File: config.mk
export PLATFORM = sky130hd
export DESIGN_NAME = photocell_conditioner_flat
export DESIGN_NICKNAME = d
export VERILOG_FILES = /design/src/rtl/photocell_conditioner_if.sv /design/src/rtl/photocell_conditioner.sv /design/src/flat_wrapper.sv
export SDC_FILE = /design/constraint.sdc
export NUM_CORES = 1
export LEC_CHECK = 0
export CORE_AREA = 2 2 44 87
export DETAILED_ROUTE_END_ITERATION = 10
export DIE_AREA = 0 0 46 89
export PLACE_DENSITY_LB_ADDON = 0.2
export SYNTH_ARGS = -nofsm -noshare
export SYNTH_HDL_FRONTEND = slang
export SYNTH_SLANG_ARGS = --single-unit
File: constraint.sdc
create_clock -name clock -period 1.4 [get_ports clock]
set_input_delay 0.28 -clock clock [delete_from_list [all_inputs] [get_ports clock]]
set_output_delay 0.28 -clock clock [all_outputs]
set_load 0.02 [all_outputs]
File: src/rtl/photocell_conditioner_if.sv
// Signal bundle between the photocell front end and the queue logic it feeds.
interface photocell_conditioner_if;
  logic       phcOneRaw;
  logic       phcTwoRaw;
  logic       phcOne;
  logic       phcTwo;
  logic [1:0] levels;
  logic [1:0] stuckFlags;

  modport slave (
    input  phcOneRaw,
    input  phcTwoRaw,
    output phcOne,
    output phcTwo,
    output levels,
    output stuckFlags
  );

  modport master (
    output phcOneRaw,
    output phcTwoRaw,
    input  phcOne,
    input  phcTwo,
    input  levels,
    input  stuckFlags
  );
endinterface

File: src/rtl/photocell_conditioner.sv
// Two-channel photocell conditioner: synchronize, debounce, rising-edge pulse
// and stuck-high detection, with both channels handled identically and independently.
module photocell_conditioner #(
  parameter int unsigned DEBOUNCE_CYCLES = 4,
  parameter int unsigned STUCK_CYCLES    = 500
) (
  input  logic                    clock,
  input  logic                    reset,
  photocell_conditioner_if.slave  phc
);

  localparam int unsigned DW = $clog2(DEBOUNCE_CYCLES + 1);
  localparam int unsigned SW = $clog2(STUCK_CYCLES + 1);
  localparam logic [DW-1:0] DEB_LAST  = DW'(DEBOUNCE_CYCLES - 1);
  localparam logic [SW-1:0] STUCK_SAT = SW'(STUCK_CYCLES);

  logic [1:0]    raw;
  logic [1:0]    meta_q, meta_d;
  logic [1:0]    sync_q, sync_d;
  logic [1:0]    acc_q, acc_d;
  logic [1:0]    pulse_q, pulse_d;
  logic [DW-1:0] deb_cnt_q [2];
  logic [DW-1:0] deb_cnt_d [2];
  logic [SW-1:0] stuck_cnt_q [2];
  logic [SW-1:0] stuck_cnt_d [2];

  assign raw = {phc.phcTwoRaw, phc.phcOneRaw};

  always_comb begin
    meta_d  = raw;
    sync_d  = meta_q;
    acc_d   = acc_q;
    pulse_d = '0;
    for (int n = 0; n < 2; n++) begin
      deb_cnt_d[n]   = '0;
      stuck_cnt_d[n] = stuck_cnt_q[n];
      // The counting edge that would reach DEBOUNCE_CYCLES toggles instead.
      if (sync_q[n] != acc_q[n]) begin
        if (deb_cnt_q[n] == DEB_LAST) begin
          acc_d[n] = ~acc_q[n];
        end else begin
          deb_cnt_d[n] = deb_cnt_q[n] + DW'(1);
        end
      end
      pulse_d[n] = acc_d[n] & ~acc_q[n];
      if (!acc_q[n]) begin
        stuck_cnt_d[n] = '0;
      end else if (stuck_cnt_q[n] != STUCK_SAT) begin
        stuck_cnt_d[n] = stuck_cnt_q[n] + SW'(1);
      end
    end
  end

  always_ff @(posedge clock or posedge reset) begin
    if (reset) begin
      meta_q      <= '0;
      sync_q      <= '0;
      acc_q       <= '0;
      pulse_q     <= '0;
      deb_cnt_q   <= '{default: '0};
      stuck_cnt_q <= '{default: '0};
    end else begin
      meta_q      <= meta_d;
      sync_q      <= sync_d;
      acc_q       <= acc_d;
      pulse_q     <= pulse_d;
      deb_cnt_q   <= deb_cnt_d;
      stuck_cnt_q <= stuck_cnt_d;
    end
  end

  assign phc.phcOne        = pulse_q[0];
  assign phc.phcTwo        = pulse_q[1];
  assign phc.levels        = acc_q;
  assign phc.stuckFlags[0] = (stuck_cnt_q[0] == STUCK_SAT);
  assign phc.stuckFlags[1] = (stuck_cnt_q[1] == STUCK_SAT);

endmodule

File: src/flat_wrapper.sv
// flat-port wrapper written by rule: the top's interface ports become plain ports
module photocell_conditioner_flat 
#(
  parameter int unsigned DEBOUNCE_CYCLES = 4,
  parameter int unsigned STUCK_CYCLES    = 500
)
  (clock, reset, phc_phcOneRaw, phc_phcTwoRaw, phc_phcOne, phc_phcTwo, phc_levels, phc_stuckFlags);
  photocell_conditioner_if phc_i ();
  input  logic clock;
  input  logic reset;
  input wire logic [$bits(phc_i.phcOneRaw)-1:0] phc_phcOneRaw;
  input wire logic [$bits(phc_i.phcTwoRaw)-1:0] phc_phcTwoRaw;
  output wire logic [$bits(phc_i.phcOne)-1:0] phc_phcOne;
  output wire logic [$bits(phc_i.phcTwo)-1:0] phc_phcTwo;
  output wire logic [$bits(phc_i.levels)-1:0] phc_levels;
  output wire logic [$bits(phc_i.stuckFlags)-1:0] phc_stuckFlags;
  assign phc_i.phcOneRaw = phc_phcOneRaw;
  assign phc_i.phcTwoRaw = phc_phcTwoRaw;
  assign phc_phcOne = phc_i.phcOne;
  assign phc_phcTwo = phc_i.phcTwo;
  assign phc_levels = phc_i.levels;
  assign phc_stuckFlags = phc_i.stuckFlags;
  photocell_conditioner #(.DEBOUNCE_CYCLES(DEBOUNCE_CYCLES), .STUCK_CYCLES(STUCK_CYCLES)) u_core (.clock(clock), .reset(reset), .phc(phc_i));
endmodule
==> results.json <==
{
  "status": "finished with violations",
  "failed_checks": "setup timing",
  "proportion_of_layout_cells_with_a_drive_suffix_above_1_pct": 30.06,
  "yosysTopAreaCellShare_pct": 53.87,
  "first_pass_grt_wire_length_um": 4761,
  "critical_path_class": "reg2out",
  "post_synth_fa_ha_maj_area_fraction_pct": 5.051,
  "synth_seq_area_share_pct": 53.87,
  "num_antenna_cells": 0,
  "ir_worst_vdd_v": 0.001037,
  "layout.core_utilization_pct": 58.89,
  "yosys_register_bits": 32,
  "min_setup_slack_post_route_ns": -0.2218,
  "post_synth_instance_area_sq_um": 1486,
  "synth.area.mux_share_pct": 4.882,
  "grt_start_max_net_pins": 33,
  "detail-route-antenna-nets": 0,
  "place_congestion": 0.7983,
  "port-buffer-count": 9,
  "start_util_pct": 44.00,
  "grt_antenna_before_repair": 0,
  "cts.htree.levels": 2,
  "drt-vias-per-instance": 5.454,
  "io_pins": 10,
  "unrepaired_setup_endpoints_after_global_routing": "yes",
  "synth_xor_area_share_pct": 2.357,
  "ys_dominant_reg_cell": "sky130_fd_sc_hd__dfrtp_1",
  "finalSetupViolCount": 2,
  "max_freq_ghz": 0.6166,
  "max-cap-violations": 0,
  "startpoint": "u_core.stuck_cnt_q[0]",
  "drt-initial-drc-count": 14,
  "leakage_nw": 0.9157,
  "final_net_count": 182,
  "total_non_filler_cell_area_in_the_finished_layout_sq_um": 1989,
  "total_power_mw": 2.991,
  "routed-via-count": 1118,
  "post-synth-top-count-cell": "sky130_fd_sc_hd__dfrtp_1",
  "cts.reportedPaths.clkPinSlew_ns": 0.07,
  "timing.final.hold_violations": 0,
  "synth_top_family_by_area": "simple AND/OR/NAND/NOR gates",
  "syn-mean-instance-area_sq_um": 11.35,
  "final-seq-area_sq_um": 800.8,
  "cts-root-to-sink-buffers": 2,
  "clkSinkCount": 32,
  "worstMarginPinSlew_ns": 0.2619,
  "setup.worst_path.start_class": "register",
  "post_synth_num_cell_types": 30,
  "critical_path.endpoint_type": "primary output",
  "num-fill-cells": 289,
  "r2r-end": "u_core.stuck_cnt_q[2]",
  "power_density_nw_per_um2": 1503,
  "critical_path_required_ns": 1.12,
  "critical-path-slowest-cell": "sky130_fd_sc_hd__dfrtp_1",
  "yosysWarningCount": 0,
  "cp-endpoint": "phc_stuckFlags[1]",
  "finalWorstPathRequiredPeriod_ns": 1.622,
  "worstHoldPathType": "in2async",
  "final_count_of_pins_violating_max_slew": 0,
  "final_worst_clock_skew_ns": 0.009442,
  "max_fo_critical_path": 2,
  "clock_latency_ns": 0.28,
  "root_buffer": "sky130_fd_sc_hd__clkbuf_8",
  "postSynthCellCount": 131,
  "synthArstFlopShare_pct": 100.0,
  "die_width_um": 46,
  "route.final.wire_length_um": 2846,
  "r2r_slack_ns": 0.03,
  "syn_nets": 141,
  "cts_tree": "done",
  "grt_overflow_total": 0,
  "compound_cell_area_share_of_the_yosys_netlist_pct": 8.586,
  "cts-buffers-inserted": 5,
  "max_stage_delay_ns": 0.39,
  "number_of_cells_traversed_by_the_worst_register_to_register_path": 6,
  "chipHeight_um": 89,
  "initial_drt_pass_iterations": 4,
  "floorplan.die_area_sq_um": 4094,
  "slew_headroom_pct": 82.42,
  "placed_cell_area_sq_um": 1810,
  "core_box_area_sq_um": 3378,
  "wire_per_inst_um": 13.88,
  "vias_in_the_first_global_route": 1155,
  "final_min_period_over_clock_period_pct": 115.8,
  "critical_path_arrival_ns": 1.34,
  "synth_top_cells_by_count": "sky130_fd_sc_hd__dfrtp_1, sky130_fd_sc_hd__nand2_1, sky130_fd_sc_hd__o21ai_0",
  "yosys-top-cells-area": "sky130_fd_sc_hd__dfrtp_1, sky130_fd_sc_hd__ha_1, sky130_fd_sc_hd__mux2i_1",
  "synth_area_leader_cell": "sky130_fd_sc_hd__dfrtp_1",
  "synth_enable_flop_cells": 0,
  "flow.area_growth_from_synthesis_pct": 33.84,
  "globalRouteTotalUtil_pct": 16.19,
  "critical_path.reg2reg.startpoint": "u_core.stuck_cnt_q[0]",
  "yosys.area_share.simple_pct": 22.73,
  "drcViolationCount": 0,
  "rows": 30,
  "dpl.hpwl_um": 2079,
  "cp_cell_sequence": "inv_2, ha_4, nand2_4, nor4b_4, buf_4",
  "multi_input_comb_area_sq_um": 708.2
}
cells in the final DEF, fill, tap and decap left out, types with 2 or more instances in the layout:
master,count
sky130_fd_sc_hd__mux2_2,2
sky130_fd_sc_hd__or3_1,7
sky130_fd_sc_hd__nand2b_1,3
sky130_fd_sc_hd__nand2_1,12
sky130_fd_sc_hd__clkdlybuf4s50_1,3
sky130_fd_sc_hd__dlygate4sd2_1,4
sky130_fd_sc_hd__nor3b_1,3
sky130_fd_sc_hd__dfrtp_1,32
sky130_fd_sc_hd__xnor2_1,4
sky130_fd_sc_hd__nor2b_1,3
sky130_fd_sc_hd__nand3_1,5
sky130_fd_sc_hd__ha_4,3
sky130_fd_sc_hd__buf_4,28
sky130_fd_sc_hd__a21boi_0,2
sky130_fd_sc_hd__mux2i_1,5
sky130_fd_sc_hd__nand3_4,2
sky130_fd_sc_hd__clkbuf_8,5
sky130_fd_sc_hd__nor3_1,3
sky130_fd_sc_hd__ha_1,3
sky130_fd_sc_hd__a21boi_1,4
sky130_fd_sc_hd__o21ai_0,10
sky130_fd_sc_hd__nand4_1,2
sky130_fd_sc_hd__and2_1,2
sky130_fd_sc_hd__inv_1,5
sky130_fd_sc_hd__inv_2,2
sky130_fd_sc_hd__and3b_1,3
power breakdown:
| part | switching (mW) | internal, mW |
|---|---|---|
| combinational | 0.509 | 0.486 |
| sequential | 0.0745 | 1.07 |
| clock | 0.319 | 0.527 |
| total | 0.903 | 2.09 |
metal layers:
| metal | share of wire, % | vias up | GRT usage, % |
|---|---|---|---|
| li1 | - | 540 | - |
| met1 | 37 | 556 | 14.77 |
| met2 | 58 | 13 | 29.67 |
| met3 | 2.0 | 9 | 4.646 |
| met4 | 2.9 | 0 | 9.091 |
| met5 | 0 | - | 0 |
through the flow:
| stage | hold WS [ns] | setup TNS (ns) | instances | worst slack [ns] |
|---|---|---|---|---|
| 6_report | 0.3358 | -0.4212 | 205 | -0.2218 |
| 5_1_grt | 0.3440 | -0.5411 | 205 | -0.2860 |
| 4_1_cts | 0.3441 | -0.4679 | 205 | -0.2466 |
| 3_5_place_dp | 0.3385 | -0.8184 | 194 | -0.4159 |
| 3_3_place_gp | 0.3333 | -0.7267 | 194 | -0.3846 |
| 2_1_floorplan | 0.3114 | -0.004845 | 131 | -0.002422 |
critical path, delay by kind of cell, from the launching register on:
family	cells	cell delay, ns
adder cells (fa/ha/maj)	1	0.13
AND/OR/NAND/NOR	2	0.28
flip-flops	1	0.39
buffers and inverters	2	0.26
area by class of cell:
type / count / share of cell area, %
Sequential cell: 32 / 40.25
Multi-Input combinational cell: 89 / 35.60
Timing Repair Buffer: 37 / 15.41
Clock buffer: 6 / 3.648
Tap cell: 32 / 2.013
Clock inverter: 2 / 1.761
Inverter: 7 / 1.321
kinds of logic after synthesis:
group / after synthesis
AO/OA/AOI/OAI: 20
AND/OR/NAND/NOR: 52
adder cells (fa/ha/maj): 6
flip-flops: 32
XOR/XNOR: 4
multiplexers: 7
buffers and inverters: 10
what timing repair did:
item,CTS,global route
resized for setup,23,8
gates cloned,0,0
pin swaps,2,5
hold buffers,0,0
buffers inserted,3,2
setup endpoints to repair,9,9
worst min-delay path by stage:
stage | from | end | slack (ns)
2_1_floorplan | phc_phcOneRaw | u_core.meta_q[0] | 0.31
5_1_grt | reset | u_core.stuck_cnt_q[8] | 0.34
6_report | reset | u_core.stuck_cnt_q[8] | 0.34
3_5_place_dp | u_core.meta_q[1] | u_core.sync_q[1] | 0.34
3_3_place_gp | u_core.meta_q[1] | u_core.sync_q[1] | 0.33
4_1_cts | reset | u_core.stuck_cnt_q[8] | 0.34
flip-flops by register name (all words and copies together) (netlist names):
register,flops
u_core.stuck_cnt_q,18
u_core.pulse_q,2
u_core.phc.levels,2
u_core.sync_q,2
u_core.deb_cnt_q,6
u_core.meta_q,2
No activity file was read; power rests on OpenSTA's default activity.
==> RTL change 1, RTL diff (config.mk and constraints unchanged) <==
Reset style: synchronous (`reset`), changed in one clocked block.
--- a/src/rtl/photocell_conditioner.sv
+++ b/src/rtl/photocell_conditioner.sv
@@ -53,3 +53,3 @@
 
-  always_ff @(posedge clock or posedge reset) begin
+  always_ff @(posedge clock) begin
     if (reset) begin
Formal check against the unedited RTL: differs if reset is asserted again (counterexample within 10 cycles, from zero or initial values and one cycle with reset high); with reset held inactive, the same outputs for 10 cycles.
==> RTL change 1 against the unedited design <==
The run still ends with setup timing left; largest cell class is now multi-input combinational cells; wire length rose by 11%; synthesized area is 11% lower; sequential cell count unchanged; design area fell by 0.63%; worst setup slack lost 0.029 ns; sequential share of layout area shrank 7.6 points.
Power is not compared: it rests on default switching activity, and its combinational part moved more than twofold at a synthesized area within 25%.
==> RTL change 1: results (changes against the unedited design) <==
The run finished, with violations left. The final reports fail on setup timing. The source of the worst hold timing path is u_core.deb_cnt_q[3]. The wire length of the first global-routing pass is 5410 um (+14%). The final setup TNS is -0.478 ns (-0.0568 ns).

The class of the most critical hold timing path is reg -> reg. The leakage power figure is just over 0.8 nW. For the worst-skew pair, the clock arrives at the later sink with an insertion delay of ~0.29 ns.

Ranked by total cell area, the synthesized netlist is headed by sky130_fd_sc_hd__dfxtp_1 48%, sky130_fd_sc_hd__ha_1 7.6%, sky130_fd_sc_hd__or3_1 5.2%. The via count of the first global-routing pass is 1337 (+16%). The async set-reset flop share out of synthesis is 0% (-100 points). The worst slack at placement came out at -0.399 ns (+0.0167 ns). The post-detailed-placement half-perimeter wirelength is 2170 um (+4.4%). The H-tree depth reported by CTS came out at 2 (unchanged). The synthesized area per cell is 9.38 um2 (-17%). The post-synthesis net count was 153 (+8.5%).

The count of input and output buffers came out at 9 (unchanged). Sorting the synthesized cells by how often they occur yields 32 x sky130_fd_sc_hd__dfxtp_1, 11 x sky130_fd_sc_hd__or3_1, 10 x sky130_fd_sc_hd__inv_1. The final clock skew was 0.00897 ns (-0.000472 ns).

The proportion of layout cells with a drive suffix above 1 is 38.7% (+8.7 points). The number of buffers on the longest clock path came out at 2 (unchanged). The clock slew at the register clock pins of the worst setup and hold paths came out at 0.07 ns (about the same). The tree is rooted in a sky130_fd_sc_hd__clkbuf_8. The antenna diode instance count is 0 (unchanged). The vias after detailed routing came out at 1227 (+9.7%). The arrival time at the worst endpoint is 1.37 ns (+0.03 ns).

In the synthesized netlist the dominant register cell turns out to be sky130_fd_sc_hd__dfxtp_1. The number of violations reported at the end of detailed-routing iteration 0 is 14 (unchanged). The max-capacitance violation count is 0 (unchanged). The number of antenna violations at the first check in global routing came out at 0 (unchanged). The count of warnings emitted by yosys is 0 (unchanged). The largest registers in the layout are u_core.stuck_cnt_q: 18 flops, u_core.deb_cnt_q: 6 flops. The worst setup slack after layout is -0.251 ns (-0.0295 ns). The highest ir drop seen on vdd came out at 0.641 mV. The number of detailed-routing iterations run before antenna repair came to 4 (unchanged). The number of hold-slack violations in the final timing report came out at 0 (unchanged). The post-layout instance count excluding filler cells came to 236 (+15%). The slowest stage cell on the critical path is sky130_fd_sc_hd__dfxtp_2. The detail-routed net length per standard cell came out at 13.4 um (-3.5%). Among cell families on the critical path, the largest total delay comes from simple AND/OR/NAND/NOR gates.

The overall routing resource usage is 18.6% (+2.4 points). The clock buffer count from CTS is 5 (unchanged). The number of distinct standard cells referenced by the synthesized netlist is 28 (-6.7%). The pin count of the biggest net entering global routing came out at 10 (-70%).

The final weighted congestion in routability-driven placement came out at 0.791 (-0.98%). The sequential element share of the synthesized area came out at 48.4% (-5.4 points). The largest driver fanout on the critical path is 2 (unchanged).

The number of placed instances with taps included came out at 217 (+12%). The transition at the pin with the smallest max-transition slack came out at 0.209 ns (-0.0526 ns). In this run the critical register-to-register path is launched from u_core.stuck_cnt_q[9]. The largest incremental delay on the critical path came out at 0.33 ns (-0.06 ns). The number of failing setup endpoints in the final timing report is 2 (unchanged). The type of the setup path with the least slack is reg -> out.
## RTL change 1: changes by cell type after synthesis, sizes merged, moves of 3 or more
cell	before	now
dfrtp	32	0
dfxtp	0	32
nor2	1	10
a21oi	0	8
nand2	13	6
a21boi	6	0
inv	7	12
or3	7	12
and3b	3	0
clkbuf	3	0
nor2b	3	6
nor3b	3	0
## RTL change 1: area by class of cell
class / count / area [um2]
fillers: 288 / 1400
multi-input cells: 96 / 702
flip-flops and latches: 32 / 646
repair buffers: 57 / 467
clock buffers: 6 / 72.6
inverters: 12 / 45.0
well taps: 32 / 40.0
clock inverters: 1 / 5.00
## RTL change 1: where the power goes
group / switching, W / internal [W]
logic: 0.0000111 / 0.0000203
registers: 0.00000333 / 0.000917
clock network: 0.000324 / 0.000337
## RTL change 1: timing repair
action	CTS	global route
pin swaps	4	6
endpoints found under the setup margin	6	13
hold endpoints to repair	0	0
setup buffers	14	9
gates resized for setup	32	8
hold buffers	0	0
## RTL change 1: worst paths after layout
path              slack (ns)                endpoint  depth (start not counted)
hold reg to reg         0.43     u_core.deb_cnt_q[3]                          1
hold / removal          0.43     u_core.deb_cnt_q[3]                          1
setup / recovery       -0.25       phc_stuckFlags[0]                          6
setup reg to reg           0  u_core.stuck_cnt_q[10]                          8
## RTL change 1: cells by family after synthesis
group	Yosys count	synth area share (%)
AND/OR/NAND/NOR	56	24.4
flip-flops	32	48.4
AO/OA/AOI/OAI	24	10.1
buffers and inverters	13	3.78
adder cells (fa/ha/maj)	8	7.57
XOR/XNOR	4	2.65
multiplexers	4	3.03
## RTL change 1: layer usage
metal / track usage [%] / vias to the layer above / wire length, um
met5: 0 / - / 0
met4: 11.2 / 0 / 103
met3: 5.86 / 10 / 95
met2: 34.6 / 20 / 1880
met1: 15.7 / 585 / 1080
li1: - / 612 / -
## RTL change 1: through the flow
stage / area, um2 / util, % / hold WS (ns)
CTS: 1940 / 57.5 / 0.430
global route: 1980 / 58.5 / 0.453
detailed placement: 1720 / 50.9 / 0.420
finish: 1980 / 58.5 / 0.434
global placement: 1720 / 50.9 / 0.408
floorplan: 1320 / - / 0.399
==> RTL change 2, RTL diff (config.mk and constraints unchanged) <==
Made on the original files. `DEBOUNCE_CYCLES` is set to 4 in 2 places; all go to 8.
--- a/src/rtl/photocell_conditioner.sv
+++ b/src/rtl/photocell_conditioner.sv
@@ -3,3 +3,3 @@
 module photocell_conditioner #(
-  parameter int unsigned DEBOUNCE_CYCLES = 4,
+  parameter int unsigned DEBOUNCE_CYCLES = 8,
   parameter int unsigned STUCK_CYCLES    = 500
--- a/src/flat_wrapper.sv
+++ b/src/flat_wrapper.sv
@@ -3,3 +3,3 @@
 #(
-  parameter int unsigned DEBOUNCE_CYCLES = 4,
+  parameter int unsigned DEBOUNCE_CYCLES = 8,
   parameter int unsigned STUCK_CYCLES    = 500
Check against the original RTL: not equivalent (Yosys sat finds a counterexample within 10 cycles, from zero or initial values and one cycle with reset high).
==> RTL change 2 against the unedited design <==
The run still ends with setup timing left; final cell count increased by 8.3%; design area increased by 6.7%; synthesized area increased by 5.3%; power decreased by 7.0%; sequential cell count increased by 2; wire length increased by 19%; critical path type unchanged; global-route usage increased by 4.0 points; worst setup slack improved by 0.018 ns.
==> RTL change 2: results (changes against the unedited design) <==
In this run the critical register-to-register path is launched from u_core.stuck_cnt_q[10]. The proportion of layout cells with a drive suffix above 1 is 34.2% (+4.2 points). The number of failing setup endpoints in the final timing report was 2 (unchanged). The number of antenna violations at the first check in global routing is 0 (unchanged). The leakage power figure was 0.916 nW (about the same). The post-detailed-placement half-perimeter wirelength is 2480 um (+19%). The worst slack at placement came out at -0.357 ns (+0.0591 ns). The total length of routed wires came out at 3400 um (+19%). The count of input and output buffers was 9 (unchanged).

The worst setup slack after layout is -0.204 ns (+0.0176 ns). The final clock skew is 0.00244 ns (-0.00701 ns). The cell class contributing the biggest share of worst-path delay is flip-flops.

The flow ran to the end, but the final reports show violations. In this run the critical register-to-register path is captured at u_core.stuck_cnt_q[17]. The sequential element share of the synthesized area is 54.4% (+0.48 points). The antenna diode instance count is 0 (unchanged).

The post-synthesis net count came out at 155 (+9.9%). The highest ir drop seen on vdd was 0.954 mV (-8.0%). The net count of the finished layout came out at 199 (+9.3%).

The wire length of the first global-routing pass came out at 5930 um (+24%). The count of warnings emitted by yosys is 0 (unchanged). In the post-synthesis netlist, the biggest area contributors are sky130_fd_sc_hd__dfrtp_1 54%, sky130_fd_sc_hd__ha_1 4.8%, sky130_fd_sc_hd__o21ai_0 3.2%. The register-to-register setup slack came to 0.01 ns (-0.02 ns). Ranked by instance count, the synthesized netlist is headed by 34 x sky130_fd_sc_hd__dfrtp_1, 10 x sky130_fd_sc_hd__o21ai_0, 9 x sky130_fd_sc_hd__nand3_1, 9 x sky130_fd_sc_hd__nor2_1. The detailed-route vias per instance is 5.69 (+4.3%).

The arrival time at the worst endpoint came out at 1.32 ns (-0.02 ns). The pin count of the biggest net entering global routing came out at 35 (+6.1%). The worst slew margin relative to its limit is 74.6% (-7.8 points). The checks that failed: setup timing. The overall routing resource usage was 20.2% (+4.0 points). The via count of the first global-routing pass is 1379 (+19%). In the final layout, the registers with the most flip-flops are u_core.stuck_cnt_q: 18 flops, u_core.deb_cnt_q: 8 flops. The final weighted congestion in routability-driven placement came out at 0.803 (+0.61%). The number of distinct standard cells referenced by the synthesized netlist is 35 (+17%). The number of violations reported at the end of detailed-routing iteration 0 came out at 19 (+5). The count of filler cells inserted in the layout is 274 (-5.2%).
RTL change 2: cell count changes after synthesis, moves of 3 or more:
cell / change
sky130_fd_sc_hd__nor2_1: +8
sky130_fd_sc_hd__a21oi_1: +6
sky130_fd_sc_hd__nand2_1: -5
sky130_fd_sc_hd__nand4_1: +4
sky130_fd_sc_hd__a21boi_0: -3
sky130_fd_sc_hd__nand3_1: +3
RTL change 2: per-layer routing:
| layer | wire [um] | GRT usage, % |
|---|---|---|
| met5 | 0 | 0 |
| met4 | 144 | 13.8 |
| met3 | 95 | 5.45 |
| met2 | 1910 | 34.7 |
| met1 | 1250 | 19.7 |
RTL change 2: metrics by stage:
| stage | std cells | cell area [um2] | hold slack (ns) | TNS, ns |
|---|---|---|---|---|
| floorplan | 145 | 1570 | 0.311 | 0 |
| detailed placement | 210 | 1890 | 0.336 | -0.746 |
| finish | 222 | 2120 | 0.346 | -0.356 |
| global placement | 210 | 1890 | 0.333 | -0.548 |
| CTS | 219 | 2030 | 0.344 | -0.416 |
| global route | 222 | 2120 | 0.368 | -0.765 |
RTL change 2: cell families (layout without fill, tap and decap cells):
logic type                 after synthesis  count (layout)  share of synthesized area, %
and+or+nand+nor                         59              59                          21.8
muxes                                    5               5                          3.36
buffers and inverters                    9              54                          2.16
adders and majority gates                6               6                          4.80
AOI/OAI and AO/OA                       26              26                          10.2
DFF                                     34              34                          54.4
xor gates and xnor gates                 6               6                          3.36
RTL change 2: worst max path at each step:
stage	from	endpoint	slack [ns]	cells past startpoint
3_3_place_gp	u_core.stuck_cnt_q[0]	phc_stuckFlags[1]	-0.29	5
2_1_floorplan	u_core.stuck_cnt_q[0]	phc_stuckFlags[1]	0.07	4
6_report	u_core.stuck_cnt_q[9]	phc_stuckFlags[0]	-0.20	5
3_5_place_dp	u_core.stuck_cnt_q[10]	phc_stuckFlags[0]	-0.36	5
5_1_grt	u_core.stuck_cnt_q[9]	phc_stuckFlags[0]	-0.27	5
4_1_cts	u_core.stuck_cnt_q[10]	phc_stuckFlags[0]	-0.22	5
RTL change 2: what timing repair did:
item / CTS / global route
cloned: 0 / 0
endpoints found under the hold margin: 0 / 0
buffers inserted: 2 / 4
resized for setup: 23 / 17
endpoints found under the setup margin: 10 / 14
pin swaps: 6 / 6
RTL change 2: where the power goes:
group | switching (W) | internal, W
combinational | 0.000406 | 0.000339
sequential | 0.0000849 | 0.00111
clock | 0.000346 | 0.000496
total | 0.000837 | 0.00194
RTL change 2: layout make-up:
class	count	area, um2	share of cell area, %
Sequential cell	34	851	40.1
Multi-Input combinational cell	102	777	36.6
Timing Repair Buffer	38	314	14.8
Clock buffer	8	110	5.19
Tap cell	32	40.0	1.89
Inverter	8	30.0	1.42
